[src/rtl/clas_bist_engine_if.sv]
// Operand/result bus between the BIST engine (master) and the 32-bit
// carry-look-ahead adder/subtractor it exercises (slave).
interface clas_bist_engine_if #(
    parameter int WIDTH = 32
) ();
    logic [WIDTH-1:0] dut_a;
    logic [WIDTH-1:0] dut_b;
    logic             dut_sel;
    logic [WIDTH-1:0] dut_result;
    logic             dut_c_out;

    // No valid/ready pair on this bus: operands are held stable by the engine
    // for SETTLE_CYCLES, and the result is sampled in the following CHECK cycle.
    modport master (
        output dut_a, dut_b, dut_sel,
        input  dut_result, dut_c_out
    );

    modport slave (
        input  dut_a, dut_b, dut_sel,
        output dut_result, dut_c_out
    );
endinterface

[src/rtl/clas_bist_engine.sv]
// On-chip self-test initiator for the carry-look-ahead adder/subtractor:
// corner vectors then LFSR vectors, add pass followed by subtract pass.
module clas_bist_engine #(
    parameter int               WIDTH         = 32,
    parameter int               NUM_VECTORS   = 1024,
    parameter int               SETTLE_CYCLES = 1,
    parameter logic [WIDTH-1:0] SEED_A        = 'h1,
    parameter logic [WIDTH-1:0] SEED_B        = 'hACE1,
    parameter bit               STOP_ON_FAIL  = 1'b0
) (
    input  logic               clk,
    input  logic               rst,
    input  logic               start,
    clas_bist_engine_if.master bus,
    output logic               busy,
    output logic               done,
    output logic               pass,
    output logic [15:0]        err_count,
    output logic [WIDTH-1:0]   vec_count,
    output logic [WIDTH-1:0]   fail_a,
    output logic [WIDTH-1:0]   fail_b,
    output logic               fail_sel,
    output logic [WIDTH-1:0]   fail_result,
    output logic [2:0]         fsm_state
);
    localparam logic [WIDTH-1:0] POLY        = WIDTH'(32'h8020_0003);
    localparam int               SW          = (SETTLE_CYCLES > 1) ? $clog2(SETTLE_CYCLES) : 1;
    localparam logic [SW-1:0]    SETTLE_LAST = SW'(SETTLE_CYCLES - 1);
    localparam logic [WIDTH-1:0] LAST_VEC    = WIDTH'(NUM_VECTORS - 1);
    localparam logic [WIDTH-1:0] MSB_ONLY    = {1'b1, {(WIDTH-1){1'b0}}};

    typedef enum logic [2:0] {
        IDLE   = 3'd0,
        LOAD   = 3'd1,
        SETTLE = 3'd2,
        CHECK  = 3'd3,
        DONE   = 3'd4
    } state_t;

    state_t           state;
    state_t           state_next;
    logic [WIDTH-1:0] a_q;
    logic [WIDTH-1:0] b_q;
    logic             sel_q;
    logic             done_q;
    logic [WIDTH-1:0] lfsr_a;
    logic [WIDTH-1:0] lfsr_b;
    logic [SW-1:0]    settle_cnt;
    logic             captured;
    logic [WIDTH:0]   exp_sum;
    logic             mismatch;
    logic             last_vec;

    // Galois form, shifting right; the feedback mask carries the top tap.
    function automatic logic [WIDTH-1:0] lfsr_step(input logic [WIDTH-1:0] s);
        return (s >> 1) ^ (s[0] ? POLY : '0);
    endfunction

    // Subtract is a + ~b + 1, so the carry out reads as "no borrow".
    assign exp_sum  = {1'b0, a_q} + {1'b0, (sel_q ? ~b_q : b_q)} + {{WIDTH{1'b0}}, sel_q};
    assign mismatch = (bus.dut_result != exp_sum[WIDTH-1:0]) || (bus.dut_c_out != exp_sum[WIDTH]);
    assign last_vec = (vec_count == LAST_VEC);

    assign bus.dut_a   = a_q;
    assign bus.dut_b   = b_q;
    assign bus.dut_sel = sel_q;

    always_ff @(posedge clk) begin
        if (rst) state <= IDLE;
        else     state <= state_next;
    end

    always_comb begin
        state_next = state;
        case (state)
            IDLE, DONE: if (start) state_next = LOAD;
            LOAD:       state_next = SETTLE;
            SETTLE:     if (settle_cnt == SETTLE_LAST) state_next = CHECK;
            CHECK: begin
                if ((STOP_ON_FAIL && mismatch) || (last_vec && sel_q)) state_next = DONE;
                else                                                    state_next = LOAD;
            end
            default:    state_next = IDLE;
        endcase
    end

    always_comb begin
        busy      = (state == LOAD) || (state == SETTLE) || (state == CHECK);
        done      = done_q;
        pass      = done_q && (err_count == 16'd0);
        fsm_state = state;
    end

    always_ff @(posedge clk) begin
        if (rst) begin
            a_q         <= '0;
            b_q         <= '0;
            sel_q       <= 1'b0;
            done_q      <= 1'b0;
            err_count   <= '0;
            vec_count   <= '0;
            fail_a      <= '0;
            fail_b      <= '0;
            fail_sel    <= 1'b0;
            fail_result <= '0;
            captured    <= 1'b0;
            settle_cnt  <= '0;
            lfsr_a      <= SEED_A;
            lfsr_b      <= SEED_B;
        end else begin
            case (state)
                IDLE, DONE: begin
                    if (start) begin
                        err_count   <= '0;
                        vec_count   <= '0;
                        fail_a      <= '0;
                        fail_b      <= '0;
                        fail_sel    <= 1'b0;
                        fail_result <= '0;
                        captured    <= 1'b0;
                        done_q      <= 1'b0;
                        sel_q       <= 1'b0;
                        lfsr_a      <= SEED_A;
                        lfsr_b      <= SEED_B;
                    end
                end
                LOAD: begin
                    settle_cnt <= '0;
                    case (vec_count)
                        WIDTH'(0): begin a_q <= '0;       b_q <= '0;       end
                        WIDTH'(1): begin a_q <= '1;       b_q <= WIDTH'(1); end
                        WIDTH'(2): begin a_q <= '1;       b_q <= '1;       end
                        WIDTH'(3): begin a_q <= MSB_ONLY; b_q <= MSB_ONLY; end
                        default: begin
                            a_q    <= lfsr_a;
                            b_q    <= lfsr_b;
                            lfsr_a <= lfsr_step(lfsr_a);
                            lfsr_b <= lfsr_step(lfsr_b);
                        end
                    endcase
                end
                SETTLE: settle_cnt <= settle_cnt + SW'(1);
                CHECK: begin
                    if (mismatch) begin
                        if (err_count != 16'hFFFF) err_count <= err_count + 16'd1;
                        if (!captured) begin
                            captured    <= 1'b1;
                            fail_a      <= a_q;
                            fail_b      <= b_q;
                            fail_sel    <= sel_q;
                            fail_result <= bus.dut_result;
                        end
                    end
                    if (STOP_ON_FAIL && mismatch) begin
                        done_q <= 1'b1;
                    end else if (!last_vec) begin
                        vec_count <= vec_count + WIDTH'(1);
                    end else if (!sel_q) begin
                        // Subtract pass replays the identical operand sequence.
                        sel_q     <= 1'b1;
                        vec_count <= '0;
                        lfsr_a    <= SEED_A;
                        lfsr_b    <= SEED_B;
                    end else begin
                        done_q <= 1'b1;
                    end
                end
                default: ;
            endcase
        end
    end
endmodule

[src/flat_wrapper.sv]
// flat-port wrapper written by rule: the top's interface ports become plain ports
module clas_bist_engine_flat 
#(
    parameter int               WIDTH         = 32,
    parameter int               NUM_VECTORS   = 1024,
    parameter int               SETTLE_CYCLES = 1,
    parameter logic [WIDTH-1:0] SEED_A        = 'h1,
    parameter logic [WIDTH-1:0] SEED_B        = 'hACE1,
    parameter bit               STOP_ON_FAIL  = 1'b0
)
  (clk, rst, start, busy, done, pass, err_count, vec_count, fail_a, fail_b, fail_sel, fail_result, fsm_state, bus_dut_a, bus_dut_b, bus_dut_sel, bus_dut_result, bus_dut_c_out);
  clas_bist_engine_if #(.WIDTH(WIDTH)) bus_i ();
  input  logic clk;
  input  logic rst;
  input  logic start;
  output logic busy;
  output logic done;
  output logic pass;
  output logic [15:0] err_count;
  output logic [WIDTH-1:0] vec_count;
  output logic [WIDTH-1:0] fail_a;
  output logic [WIDTH-1:0] fail_b;
  output logic fail_sel;
  output logic [WIDTH-1:0] fail_result;
  output logic [2:0] fsm_state;
  output wire logic [$bits(bus_i.dut_a)-1:0] bus_dut_a;
  output wire logic [$bits(bus_i.dut_b)-1:0] bus_dut_b;
  output wire logic [$bits(bus_i.dut_sel)-1:0] bus_dut_sel;
  input wire logic [$bits(bus_i.dut_result)-1:0] bus_dut_result;
  input wire logic [$bits(bus_i.dut_c_out)-1:0] bus_dut_c_out;
  assign bus_dut_a = bus_i.dut_a;
  assign bus_dut_b = bus_i.dut_b;
  assign bus_dut_sel = bus_i.dut_sel;
  assign bus_i.dut_result = bus_dut_result;
  assign bus_i.dut_c_out = bus_dut_c_out;
  clas_bist_engine #(.WIDTH(WIDTH), .NUM_VECTORS(NUM_VECTORS), .SETTLE_CYCLES(SETTLE_CYCLES), .SEED_A(SEED_A), .SEED_B(SEED_B), .STOP_ON_FAIL(STOP_ON_FAIL)) u_core (.clk(clk), .rst(rst), .start(start), .bus(bus_i), .busy(busy), .done(done), .pass(pass), .err_count(err_count), .vec_count(vec_count), .fail_a(fail_a), .fail_b(fail_b), .fail_sel(fail_sel), .fail_result(fail_result), .fsm_state(fsm_state));
endmodule
[config.mk]
export PLATFORM = sky130hd
export DESIGN_NAME = clas_bist_engine_flat
export DESIGN_NICKNAME = d
export VERILOG_FILES = /design/src/rtl/clas_bist_engine_if.sv /design/src/rtl/clas_bist_engine.sv /design/src/flat_wrapper.sv
export SDC_FILE = /design/constraint.sdc
export NUM_CORES = 1
export LEC_CHECK = 0
export ABC_AREA = 1
export CORE_ASPECT_RATIO = 1.1
export CORE_MARGIN = 3
export CORE_UTILIZATION = 54
export DETAILED_ROUTE_END_ITERATION = 10
export GPL_ROUTABILITY_DRIVEN = 0
export GPL_TIMING_DRIVEN = 0
export PLACE_DENSITY = 0.78
export SYNTH_ARGS = -nofsm -noshare
export SYNTH_HDL_FRONTEND = slang
export SYNTH_SLANG_ARGS = --single-unit
export TNS_END_PERCENT = 5
[constraint.sdc]
create_clock -name clk -period 4.5 [get_ports clk]
set_input_delay 1.35 -clock clk [delete_from_list [all_inputs] [get_ports clk]]
set_output_delay 1.35 -clock clk [all_outputs]
set_load 0.005 [all_outputs]
; Word-level counts from Yosys, hierarchy flattened
; Index checks and enable logic that the tools add are counted.
[classes]
add_sub_neg = 5
n_eq_ne = 21
n_mux = 48
bitwise = 3
n_reduce_logical = 22
[ops]
columns = op, n
row1 = $mux W32, 20
row2 = $pmux W32 S3, 3
row3 = $pmux W32 S2, 4
row4 = $pmux W32 S4, 1
row5 = $eq A32 B2 Y1 const B, 2
row6 = $xor A31 B32 Y32, 2
row7 = $mux W16, 3
row8 = $add A32 B32 Y33, 1
row9 = $add A33 B1 Y33, 1
row10 = $add A32 B1 Y32 const B, 1
row11 = $eq A32 B1 Y1 const B, 1
row12 = $eq A32 B10 Y1 const B, 1
row13 = $logic_not A32 Y1, 1
row14 = $ne A32 B32 Y1, 1
row15 = $not A32 Y32, 1
row16 = $pmux W16 S2, 1
row17 = $add A16 B1 Y16 const B, 1
row18 = $logic_not A16 Y1, 1
row19 = $ne A16 B16 Y1 const B, 1
row20 = $ne A2 B2 Y1 const B, 6
row21 = $pmux W3 S4, 1
row22 = $reduce_and A4 Y1, 3
row23 = $pmux W1 S2, 5
row24 = $mux W3, 3
row25 = other kinds (18), 34
[word_totals]
reg_bits = 280
input_bits = 36

; Logic depth before layout (Yosys ltp)
[depth]
depth_word = 8
ltp_mapped = 26

; Worst setup path after synthesis
; Ideal clock, no wire load.
[synth_timing]
path_type = register -> register
from = register u_core.sel_q, in the netlist u_core.bus.dut_sel
to = register u_core.fail_result[21]
arrival_ps = 3089
t_required_ps = 4430
setup_slack_ps = 1340
path_stages_with_launch = 19
path_buffers = 4
path_cell_list = dfxtp_1 buf_4 clkbuf_1 xor2_1 ha_1 nand2_1 inv_1 a21oi_1 nand2_1 a21oi_1 nand2_1 a21oi_1 xnor2_1 nor2_2 nand2_2 buf_2 buf_2 nand4_1 a21oi_1
[synth_via]
elab_chain_len = 7
elab_cells_between_ends = 8
classes_between = add/sub (2) / eq/ne (3) / mux (1) / reduce/logical (2)
[synth_rtl]
columns = element, line
row1 = start: declaration, clas_bist_engine.sv:44  ; logic sel_q;
row2 = start signal: assignment, clas_bist_engine.sv:98  ; sel_q <= 1'b0;
row3 = start signal: assignment, clas_bist_engine.sv:122  ; sel_q <= 1'b0;
row4 = start signal: assignment, clas_bist_engine.sv:160  ; sel_q <= 1'b1;
row5 = $mux W32, clas_bist_engine.sv:60  ; assign exp_sum = {1'b0, a_q} + {1'b0, (sel_q ? ~b_q : b_q)} + {{WIDTH{1'b0}}, sel_q};
row6 = $add A32 B32 Y33, clas_bist_engine.sv:60
row7 = $add A33 B1 Y33 (*), clas_bist_engine.sv:60
row8 = $ne A32 B32 Y1 or $ne A1 B1 Y1 (tied branches), clas_bist_engine.sv:61  ; assign mismatch = (bus.dut_result != exp_sum[WIDTH-1:0]) || (bus.dut_c_out != exp_sum[WIDTH]);
row9 = $logic_or A1 B1 Y1 (*), clas_bist_engine.sv:61
row10 = $ne A2 B1 Y1 (no source line) (*), n/a
row11 = $reduce_and A4 Y1 (no source line) (*), n/a
row12 = end signal: assignment, clas_bist_engine.sv:151  ; fail_result <= bus.dut_result;
row13 = end: declaration, clas_bist_engine.sv:23  ; output logic [WIDTH-1:0] fail_result,
; Mark *: on every way between the ends. The rest lies on a longest branch, timed or not.
; A chain may end at the register's enable or synchronous reset.

; Worst setup path after layout
[layout_timing]
from = register u_core.sel_q, in the netlist u_core.bus.dut_sel
to = register u_core.fail_a[15]
[layout_via]
elab_chain_len = 7
elab_cells_between_ends = 8
classes_between = add/sub (2) / eq/ne (3) / mux (1) / reduce/logical (2)
[layout_rtl]
columns = element, line
row1 = $mux W32, clas_bist_engine.sv:60
row2 = $add A32 B32 Y33, clas_bist_engine.sv:60
row3 = $add A33 B1 Y33 (*), clas_bist_engine.sv:60
row4 = $ne A32 B32 Y1 or $ne A1 B1 Y1 (tied branches), clas_bist_engine.sv:61
row5 = $logic_or A1 B1 Y1 (*), clas_bist_engine.sv:61
row6 = $ne A2 B1 Y1 (no source line) (*), n/a
row7 = $reduce_and A4 Y1 (no source line) (*), n/a
row8 = end signal: assignment, clas_bist_engine.sv:148  ; fail_a <= a_q;
row9 = end: declaration, clas_bist_engine.sv:20  ; output logic [WIDTH-1:0] fail_a,
; Marked as above.

==> summary.txt <==
clock buffer count from CTS -> 29
wirelength, routed -> 56200 um
power per cell area -> 413 nW/um2
clock tree from TritonCTS -> built
Setup crit end kind -> flip-flop
RSZ-0062 raised after global routing -> false
Tmin final -> 4240 ps
fin nets -> 2734
first-pass GRT wire length -> 86200 um
synthesized area -> 15700 um2
Worst Tran Pin Value -> 906 ps
worst-path fanout max -> 16
HP Class -> reg2reg
critical path type -> reg2reg
Pleak -> 0.00822 uW
final setup fails -> 0
Congestion Overflow GR -> 0
FFs w/ async S/R, synth -> 0%
final total negative setup slack -> 0 ps
first-pass iteration count of the detailed router -> 5
clk sinks -> 280
row cnt -> 64
status -> complete, no violations
Synth area leaders -> dfxtp_1 (36%), nand2_1 (13%), inv_1 (8.7%), a21oi_1 (6.6%), nor2_1 (6.2%)
DRC viols -> 0
number of DRC markers in iteration 0 -> 2043
clk_lat worst skew -> 570 ps
Fillers -> 2480
Maximum Capacitance Violations -> 0
Worst Path Required -> 5000 ps
layout cells sized above 1 -> 4.07%
Synth area leader -> dfxtp_1
ant diodes -> 0
Ys Warns -> 0
Hold-fix buffers, CTS -> 0
Setup Skew -> 11.0 ps
number of flops mapped to enable cells by yosys -> 0
die height -> 185 um
Min Hold Slack -> 460 ps
CTS H-tree lvls -> 1
Routed WL per cell -> 18.5 um
Synth cell types -> 45
via count -> 17500
post-synth top area share -> 35.8%
Reg area -> 5610 um2
die area -> 31100 um2
Antenna Violating Nets Remaining -> 0
maximum clock path buffer count -> 3
Post-CTS Setup Repair Bufs -> 0
initial core utilization -> 55.6%
Yosys reg bits -> 280
cell mode on critical path -> nand2_1
max_slew headroom -> 39.6%
CTS resizes -> 0
Syn Nets -> 2454
core area -> 28200 um2
multi-input logic area -> 8110 um2
vias in the first global route -> 16200
Worst Setup Start Kind -> flip-flop
Root Buffer -> clkbuf_16
post-DP HPWL -> 43700 um
Final Max Slew Viols -> 0
antenna violations before repair -> 0
I/O pins -> 252
Vias per Instance -> 5.74
Reg clk slew, reported paths -> 60 ps
period utilization -> 94.2%
Final Hold Fails -> 0
Die X -> 168 um
GRT Total Usage -> 34.5%
sequential area share after synthesis -> 35.8%
Synth Instances -> 2377
PortBufs -> 250
maximum VDD drop -> 0.304 mV
largest stage delay on the critical path -> 380 ps
predominant post-synthesis flop cell -> dfxtp_1
largest net degree at the start of global routing -> 16
Crit-path slowest cell -> clkbuf_2
worst path cell trace -> buf_4 > clkbuf_2 > xor2_1 > ha_1 > nand2_1 > inv_1 > nand2_1 > nand2_1 > nand2_1 > nand3_1 > nand2_1 > nand2_1 > a21oi_1 > xnor2_1 > nor2_2 > nand2_2 > buf_2 > buf_2 > nand4_1 > a21oi_1
critical path arrival -> 4730 ps
Mean Syn Cell Area -> 6.59 um2
Area Overhead vs Synth -> 25.3%
Fmax -> 236 MHz
flip-flops by register name, summed over array words and instances (netlist names):
signal	cells
u_core.vec_count	32
u_core.fail_sel	1
u_core.lfsr_b	32
u_core.bus.dut_sel	1
u_core.fail_a	32
u_core.fsm_state	3
u_core.fail_b	32
u_core.settle_cnt	1
u_core.err_count	16
u_core.captured	1
u_core.lfsr_a	32
u_core.done	1
u_core.bus.dut_a	32
u_core.bus.dut_b	32
u_core.fail_result	32
final timing paths:
check	to	cells after the start	slack (ps)	start
setup reg to reg	u_core.fail_a[15]$_SDFFE_PP0P_	20	260	u_core.bus.dut_sel$_SDFFE_PP0P_
hold / removal	u_core.fail_a[28]$_SDFFE_PP0P_	2	460	u_core.fail_a[28]$_SDFFE_PP0P_
setup / recovery	u_core.fail_a[15]$_SDFFE_PP0P_	20	260	u_core.bus.dut_sel$_SDFFE_PP0P_
hold reg to reg	u_core.fail_a[28]$_SDFFE_PP0P_	2	460	u_core.fail_a[28]$_SDFFE_PP0P_
metrics by stage:
stage                     std cells  worst slack [ps]  area, um2  total power [uW]  utilization (%)
after global routing           3041              94.7      19600              8480             69.7
after detailed placement       2990               308      18600              5550             66.1
after CTS                      3042               310      19600              8060             69.7
final                          3041               263      19600              8120             69.7
after global placement         2990               359      18600              5490             66.1
after floorplan                2377              1340      15700              4480                -
final cells by class:
class,count,area share [%]
Tap cell,363,2.31
Clock inverter,11,0.765
Clock buffer,41,4.38
Buffer,130,2.82
Sequential cell,280,28.5
Inverter,373,7.13
Timing Repair Buffer,250,12.7
Multi-Input combinational cell,1593,41.3
cell usage after synthesis (6+ instances only):
cell,instances
nor2_2,6
nor3_1,25
a31oi_1,6
nand2_1,552
clkbuf_1,100
nor2_1,258
buf_2,24
inv_2,6
inv_1,364
xnor2_1,15
a211oi_1,6
a21oi_1,208
nand3_1,111
xor2_1,51
ha_1,40
dfxtp_1,280
o221ai_1,31
a221oi_1,34
nor4_1,13
nand4_1,135
o21ai_0,48
o211ai_1,8
nand2_2,8
layer usage:
metal  up-vias  global-route usage, %  routed length [um]
met3       209                   4.50                5290
li1       8288                      -                   -
met2       962                   57.7               25800
met5         -                      0                   0
met1      8008                   43.4               21600
met4         0                   18.7                3470
report_power, final:
group	leakage (uW)	internal, uW	total [uW]	switching, uW
Sequential	0.00227	2670	2970	299
Combinational	0.00546	942	2610	1660
Clock	0.000498	1500	2540	1040
logic make-up (layout without fill, tap and decap cells):
kind of cell    count (synthesis)  after routing  synth area share, %
xor+xnor                       66             66                 3.69
fa+ha+maj                      41             41                 3.32
buf+inv                       504            805                 12.5
flops                         280            280                 35.8
compound gates                354            354                 13.4
simple gates                 1132           1132                 31.3
placed cells by master (no fill, tap or decap), types with 4 or more instances in the layout:
cell type        instances
nand2_1                552
nand2_2                  8
xor2_1                  51
inv_1                  364
dfxtp_1                280
clkdlybuf4s50_1        250
nand3_1                111
ha_1                    40
clkbuf_8                 9
buf_2                   24
nand4_1                135
nand3b_1                 4
clkbuf_1               100
o211ai_1                 8
o21ai_0                 48
clkbuf_16               29
nor3_1                  25
nor2_2                   6
buf_6                    4
o221ai_1                31
nor2_1                 258
a211oi_1                 6
inv_2                    6
a31oi_1                  6
a21oi_1                208
xnor2_1                 15
a221oi_1                34
clkinv_2                 5
nor4_1                  13
o21bai_1                 4
worst max-delay path: cells and delay by family, from the launching register on:
family | cells | cell delay (ps)
DFF | 1 | 330
xor gates and xnor gates | 2 | 490
buffers and inverters | 5 | 1310
and+or+nand+nor | 10 | 1230
adders and majority gates | 1 | 360
AOI/OAI and AO/OA | 2 | 430
(Power assumes the default switching activity.)
==> RTL change 1 (config.mk and constraints unchanged) <==
Make the reset (`rst`) asynchronous in 2 clocked blocks.
--- a/src/rtl/clas_bist_engine.sv
+++ b/src/rtl/clas_bist_engine.sv
@@ -67,3 +67,3 @@
 
-    always_ff @(posedge clk) begin
+    always_ff @(posedge clk or posedge rst) begin
         if (rst) state <= IDLE;
@@ -93,3 +93,3 @@
 
-    always_ff @(posedge clk) begin
+    always_ff @(posedge clk or posedge rst) begin
         if (rst) begin
Behaviour: differs if rst is asserted again (counterexample within 4 cycles, from zero or initial values and one cycle with rst high); with rst held inactive, the same outputs for 4 cycles.
==> RTL change 1 against the original RTL <==
Non-clock buffer count is 29 lower; setup slack worse by 0.072 ns; sequential cell count did not move; clock skew increased by 0.013 ns; critical path depth is the same; area after synthesis increased by 2.0%; final cell count down 5.5%; cell area is 2.6% higher; wire length down 7.9%; die area is 2.0% higher; largest cell class unchanged.
Power is not compared: it rests on default switching activity, and its combinational part moved more than twofold at a synthesized area within 25%.
==> RTL change 1: results (changes against the original RTL) <==
[placement]
dp_hpwl_mm=39.9  ; was 43.7 mm
dp_slack_ns=0.0290  ; was 0.308 ns
dpl-instance-area_sq_um=19100  ; was 18600 sq um
place.port_buffers=251  ; was 250

[clocking]
cts_buffers=29  ; unchanged
cts_resized=0  ; unchanged
htree_num_levels=1  ; unchanged
cts.path.max_buffers=3  ; unchanged
insertion_delay_ns=0.57  ; about the same
post-cts-setup-buffers=0  ; unchanged
clkTransAtPathRegs_ns=0.06  ; about the same
root_buffer=clkbuf_16  ; unchanged

[routing]
wirelength_mm=51.8  ; was 56.2 mm
drtPass1Iterations=8  ; was 5
via_per_inst=5.60  ; was 5.74
drtIter0Drc=1408  ; was 2043

[synth]
async_reset_ff_frac=1.00  ; was 0
yosys_warnings=0  ; unchanged
syn_nets=2269  ; was 2454
yosysSeqAreaShare=0.439  ; was 0.358
synth_cell_types=43  ; was 45
ys_top_cells_by_count=nand2_1 (708), dfrtp_1 (271), inv_1 (265), nor2_1 (229), nand3_1 (196)  ; was nand2_1 (552), inv_1 (364), dfxtp_1 (280), nor2_1 (258), a21oi_1 (208)
synthFlopType=dfrtp_1  ; was dfxtp_1
synth_area_leaders=dfrtp_1 (42%), nand2_1 (17%), inv_1 (6.2%)  ; was dfxtp_1 (36%), nand2_1 (13%), inv_1 (8.7%)

[sta]
clock_skew_ns=0.0245  ; was 0.0110 ns
setup_tns_ns=0  ; unchanged
worst_pin_slew_ns=0.978  ; was 0.906 ns
timing.final.crit_share=0.958  ; was 0.942
whs_ns=0.469  ; was 0.460 ns

[pwr]
power_frac_clock=0.154
p_sw_frac=0.492
ir_worst_vdd_uv=470
power_leakage_nw=10.3

[grt]
antenna_found_initial=0  ; unchanged
grt_pass1_wl_mm=82.2  ; was 86.2 mm
globalRouteTotalUtil=0.322  ; was 0.345
grt_max_degree=42  ; was 16
grt_pass1_vias=15671  ; was 16231

[setup_path]
startpoint=u_core.bus.dut_sel$_DFFE_PP0P_  ; was u_core.bus.dut_sel$_SDFFE_PP0P_
rrSetupSlack_ns=0.19  ; was 0.26 ns
path_max_fanout=11  ; was 16
cp.arrival_ns=4.75  ; was 4.73 ns

[finish]
nets=2558  ; was 2734
drive_above_1_share=0.0447  ; was 0.0407

[outcome]
status=complete, no violations  ; unchanged

[worst_hold_path]
hold_class=flip-flop to flip-flop  ; unchanged
hold_path_startpoint=u_core.fail_result[14]$_DFFE_PP0P_  ; was u_core.fail_a[28]$_SDFFE_PP0P_

## RTL change 1: cell count changes in the layout (fill, tap and decap cells not counted), sizes merged, moves of 48 or more
cell,change
dfxtp,-280
dfrtp,+271
inv,-101
clkbuf,-48
nand4,-76
a21oi,-173
nand2,+149
nand3,+82
## RTL change 1: path summary, 6_finish.rpt
path	to	depth (start not counted)
max in group asynchronous	u_core.lfsr_b[7]$_DFFE_PP1P_	5
min	u_core.fail_result[14]$_DFFE_PP0P_	2
max	u_core.fail_a[8]$_DFFE_PP0P_	20
min reg2reg	u_core.fail_result[14]$_DFFE_PP0P_	2
max reg2reg	u_core.fail_a[8]$_DFFE_PP0P_	20
min in group asynchronous	u_core.fail_a[4]$_DFFE_PP0P_	2
## RTL change 1: cells by family after synthesis
logic type	synth area share
muxes	0.000626
buffers and inverters	0.0901
DFF	0.439
AOI/OAI and AO/OA	0.0654
adders and majority gates	0.0325
xor gates and xnor gates	0.0460
and+or+nand+nor	0.326
## RTL change 1: critical path, cell delays in order (launching register included)
cell      delay [ns]
dfrtp_1         0.34
buf_2           0.22
clkbuf_2        0.36
xor2_1          0.24
ha_1            0.34
or2_1           0.28
and2_1          0.21
nand2_1         0.09
nand3_1         0.18
nand2_1         0.15
nand2_1         0.07
nand2_1         0.05
nand2_1         0.07
a21oi_1         0.14
nand2_1         0.07
nor2_1          0.30
nand4_4         0.29
buf_2           0.34
buf_2           0.28
nand3_1         0.11
nand2_1         0.06
## RTL change 1: area by class of cell
cell class              count  area (sq um)
fillers                  2412          8800
multi-input cells        1545          7550
flip-flops and latches    280          7020
repair buffers            258          2650
inverters                 274          1030
clock buffers              37           826
well taps                 368           460
plain buffers              93           415
clock inverters            17           195
diodes                      1          2.50
## RTL change 1: power by group through the flow
stage / clock network (mW) / registers, mW / logic [mW]
after floorplan: 0 / 3.88 / 6.23
after global placement: 0 / 4.11 / 9.59
after detailed placement: 0 / 4.11 / 9.81
after CTS: 2.58 / 4.08 / 9.88
after global routing: 2.70 / 4.16 / 11.1
final: 2.58 / 4.11 / 10.1
## RTL change 1: through the flow
stage,instances,utilization
6_report,2873,0.696
5_1_grt,2872,0.696
3_5_place_dp,2818,0.660
4_1_cts,2872,0.695
2_1_floorplan,2192,-
3_3_place_gp,2811,0.655
## RTL change 1: per-layer routing
layer | global-route usage | wire length (microns)
met3 | 0.0456 | 3800
met4 | 0.155 | 2900
met1 | 0.412 | 20200
met2 | 0.538 | 24800
met5 | 0 | 0
==> RTL change 2 (same flow settings) <==
Made on the original files. `WIDTH` is set to 32 in 3 places; all go to 64.
--- a/src/rtl/clas_bist_engine_if.sv
+++ b/src/rtl/clas_bist_engine_if.sv
@@ -3,3 +3,3 @@
 interface clas_bist_engine_if #(
-    parameter int WIDTH = 32
+    parameter int WIDTH = 64
 ) ();
--- a/src/rtl/clas_bist_engine.sv
+++ b/src/rtl/clas_bist_engine.sv
@@ -3,3 +3,3 @@
 module clas_bist_engine #(
-    parameter int               WIDTH         = 32,
+    parameter int               WIDTH         = 64,
     parameter int               NUM_VECTORS   = 1024,
--- a/src/flat_wrapper.sv
+++ b/src/flat_wrapper.sv
@@ -3,3 +3,3 @@
 #(
-    parameter int               WIDTH         = 32,
+    parameter int               WIDTH         = 64,
     parameter int               NUM_VECTORS   = 1024,
Interface: changed (7 resized); port bits go from 252 to 476. No check against the original RTL was run, so the function may have changed too.
==> RTL change 2 against the original RTL <==
Sequential cell count up 72; power up 10%; cell area up 41%; combinational power down 13%; area after synthesis up 33%; setup slack better by 0.021 ns; wire length up 47%; count of clock-buffer cells in the layout up 9; via count up 37%.
==> RTL change 2: results (changes against the original RTL) <==
[outcome]
status=complete, no violations  ; unchanged

[finish]
top_regs=u_core.fail_result: 64 flops, u_core.vec_count: 64 flops
nets=3804  ; was 2734
diodes=0  ; unchanged
drive_above_1_share=0.0744  ; was 0.0407
n_fill_cell=3147  ; was 2480

[clocking]
cts_resized=5  ; was 0
insertion_delay_ns=0.56
cts_buffers=38  ; was 29
post-cts-setup-buffers=0  ; unchanged
htree_num_levels=2  ; was 1
root_buffer=clkbuf_16  ; unchanged
hold_buffers=0  ; unchanged
clkTransAtPathRegs_ns=0.06  ; about the same
cts.path.max_buffers=3  ; unchanged

[routing]
via_per_inst=5.66  ; was 5.74
wire_per_inst_microns=19.6  ; was 18.5 microns
vias=23889  ; was 17467
drtPass1Iterations=6  ; was 5
drtIter0Drc=2249  ; was 2043

[placement]
place_inst=4148  ; was 2990
dpl-instance-area_sq_um=26300  ; was 18600 sq um
place.port_buffers=474  ; was 250
dp_hpwl_mm=64.4  ; was 43.7 mm
dp_slack_ns=-0.185  ; was 0.308 ns

[grt]
grt_pass1_wl_mm=125  ; was 86.2 mm
grt_pass1_vias=22768  ; was 16231
grt_max_degree=35  ; was 16
globalRouteTotalUtil=0.380  ; was 0.345
antenna_found_initial=0  ; unchanged

[pwr]
p_sw_frac=0.331  ; was 0.370
power_frac_clock=0.370  ; was 0.313
switchingPower_mw=2.96  ; was 3.00 mW
ir_worst_vdd_uv=261  ; was 304 uV
power_leakage_nw=11.4  ; was 8.22 nW
seqPwrFrac=0.377  ; was 0.366

[setup_path]
cp.arrival_ns=4.69  ; was 4.73 ns
slowest_stage=dfxtp_1  ; was clkbuf_2
r2r_cells=26  ; was 20
path_max_fanout=10  ; was 16
crit_family=simple AND/OR/NAND/NOR gates  ; was buffers and inverters
max_stage_delay_ns=0.35  ; was 0.38 ns

[synth]
async_reset_ff_frac=0  ; unchanged
synthFlopType=dfxtp_1  ; unchanged
postSynthCellCount=3180  ; was 2377
yosys_warnings=0  ; unchanged
synth_cell_types=51  ; was 45
yosysSeqAreaShare=0.337  ; was 0.358
syn_nets=3288  ; was 2454
synth_area_leaders=dfxtp_1 (34%), nand2_1 (13%), inv_1 (7.7%)  ; was dfxtp_1 (36%), nand2_1 (13%), inv_1 (8.7%)
ys_top_cells_by_count=nand2_1 (708), inv_1 (429), dfxtp_1 (352), nor2_1 (327), a21oi_1 (258)  ; was nand2_1 (552), inv_1 (364), dfxtp_1 (280), nor2_1 (258), a21oi_1 (208)

[sta]
clock_skew_ns=0.0190  ; was 0.0110 ns
relSlewSlack=0.265  ; was 0.396
setup_tns_ns=0  ; unchanged

[worst_hold_path]
hold_depth=2  ; unchanged
hold_class=flip-flop to flip-flop  ; unchanged

[run]
cap_violations=0  ; unchanged

RTL change 2: cell types whose count changed in the layout (fill, tap and decap cells not counted), sizes merged, moves of 62 or more:
cell / change
a21oi: +62
buf: +148
clkdlybuf4s50: +224
dfxtp: +72
inv: +70
nand2: +168
nand4: +62
nor2: +63
RTL change 2: per-layer routing:
metal / wire length, microns / up-vias / track usage
li1: - / 11265 / -
met1: 29200 / 10878 / 0.428
met2: 39400 / 1422 / 0.670
met3: 8240 / 324 / 0.0724
met4: 5720 / 0 / 0.233
met5: 0 / - / 0
RTL change 2: area by class of cell:
class | instances | area, sq um | area share
well taps | 494 | 618 | 0.0224
inverters | 440 | 1650 | 0.0598
repair buffers | 476 | 4760 | 0.172
plain buffers | 279 | 1640 | 0.0595
clock inverters | 18 | 262 | 0.00946
flip-flops and latches | 352 | 7050 | 0.255
clock buffers | 50 | 1060 | 0.0382
multi-input cells | 2109 | 10600 | 0.384
RTL change 2: final timing paths:
path                                             from  slack (ns)                             endpoint
hold / removal    u_core.fail_result[47]$_SDFFE_PP0P_        0.46  u_core.fail_result[47]$_SDFFE_PP0P_
setup / recovery      u_core.bus.dut_sel$_SDFFE_PP0P_        0.28        u_core.fail_a[3]$_SDFFE_PP0P_
hold reg to reg   u_core.fail_result[47]$_SDFFE_PP0P_        0.46  u_core.fail_result[47]$_SDFFE_PP0P_
setup reg to reg      u_core.bus.dut_sel$_SDFFE_PP0P_        0.28        u_core.fail_a[3]$_SDFFE_PP0P_
RTL change 2: cell families after synthesis:
kind of cell    after synthesis  share of synthesized area
simple gates               1538                      0.326
buf+inv                     719                      0.156
compound gates              432                      0.115
flops                       352                      0.337
xor+xnor                     99                     0.0415
fa+ha+maj                    40                     0.0243
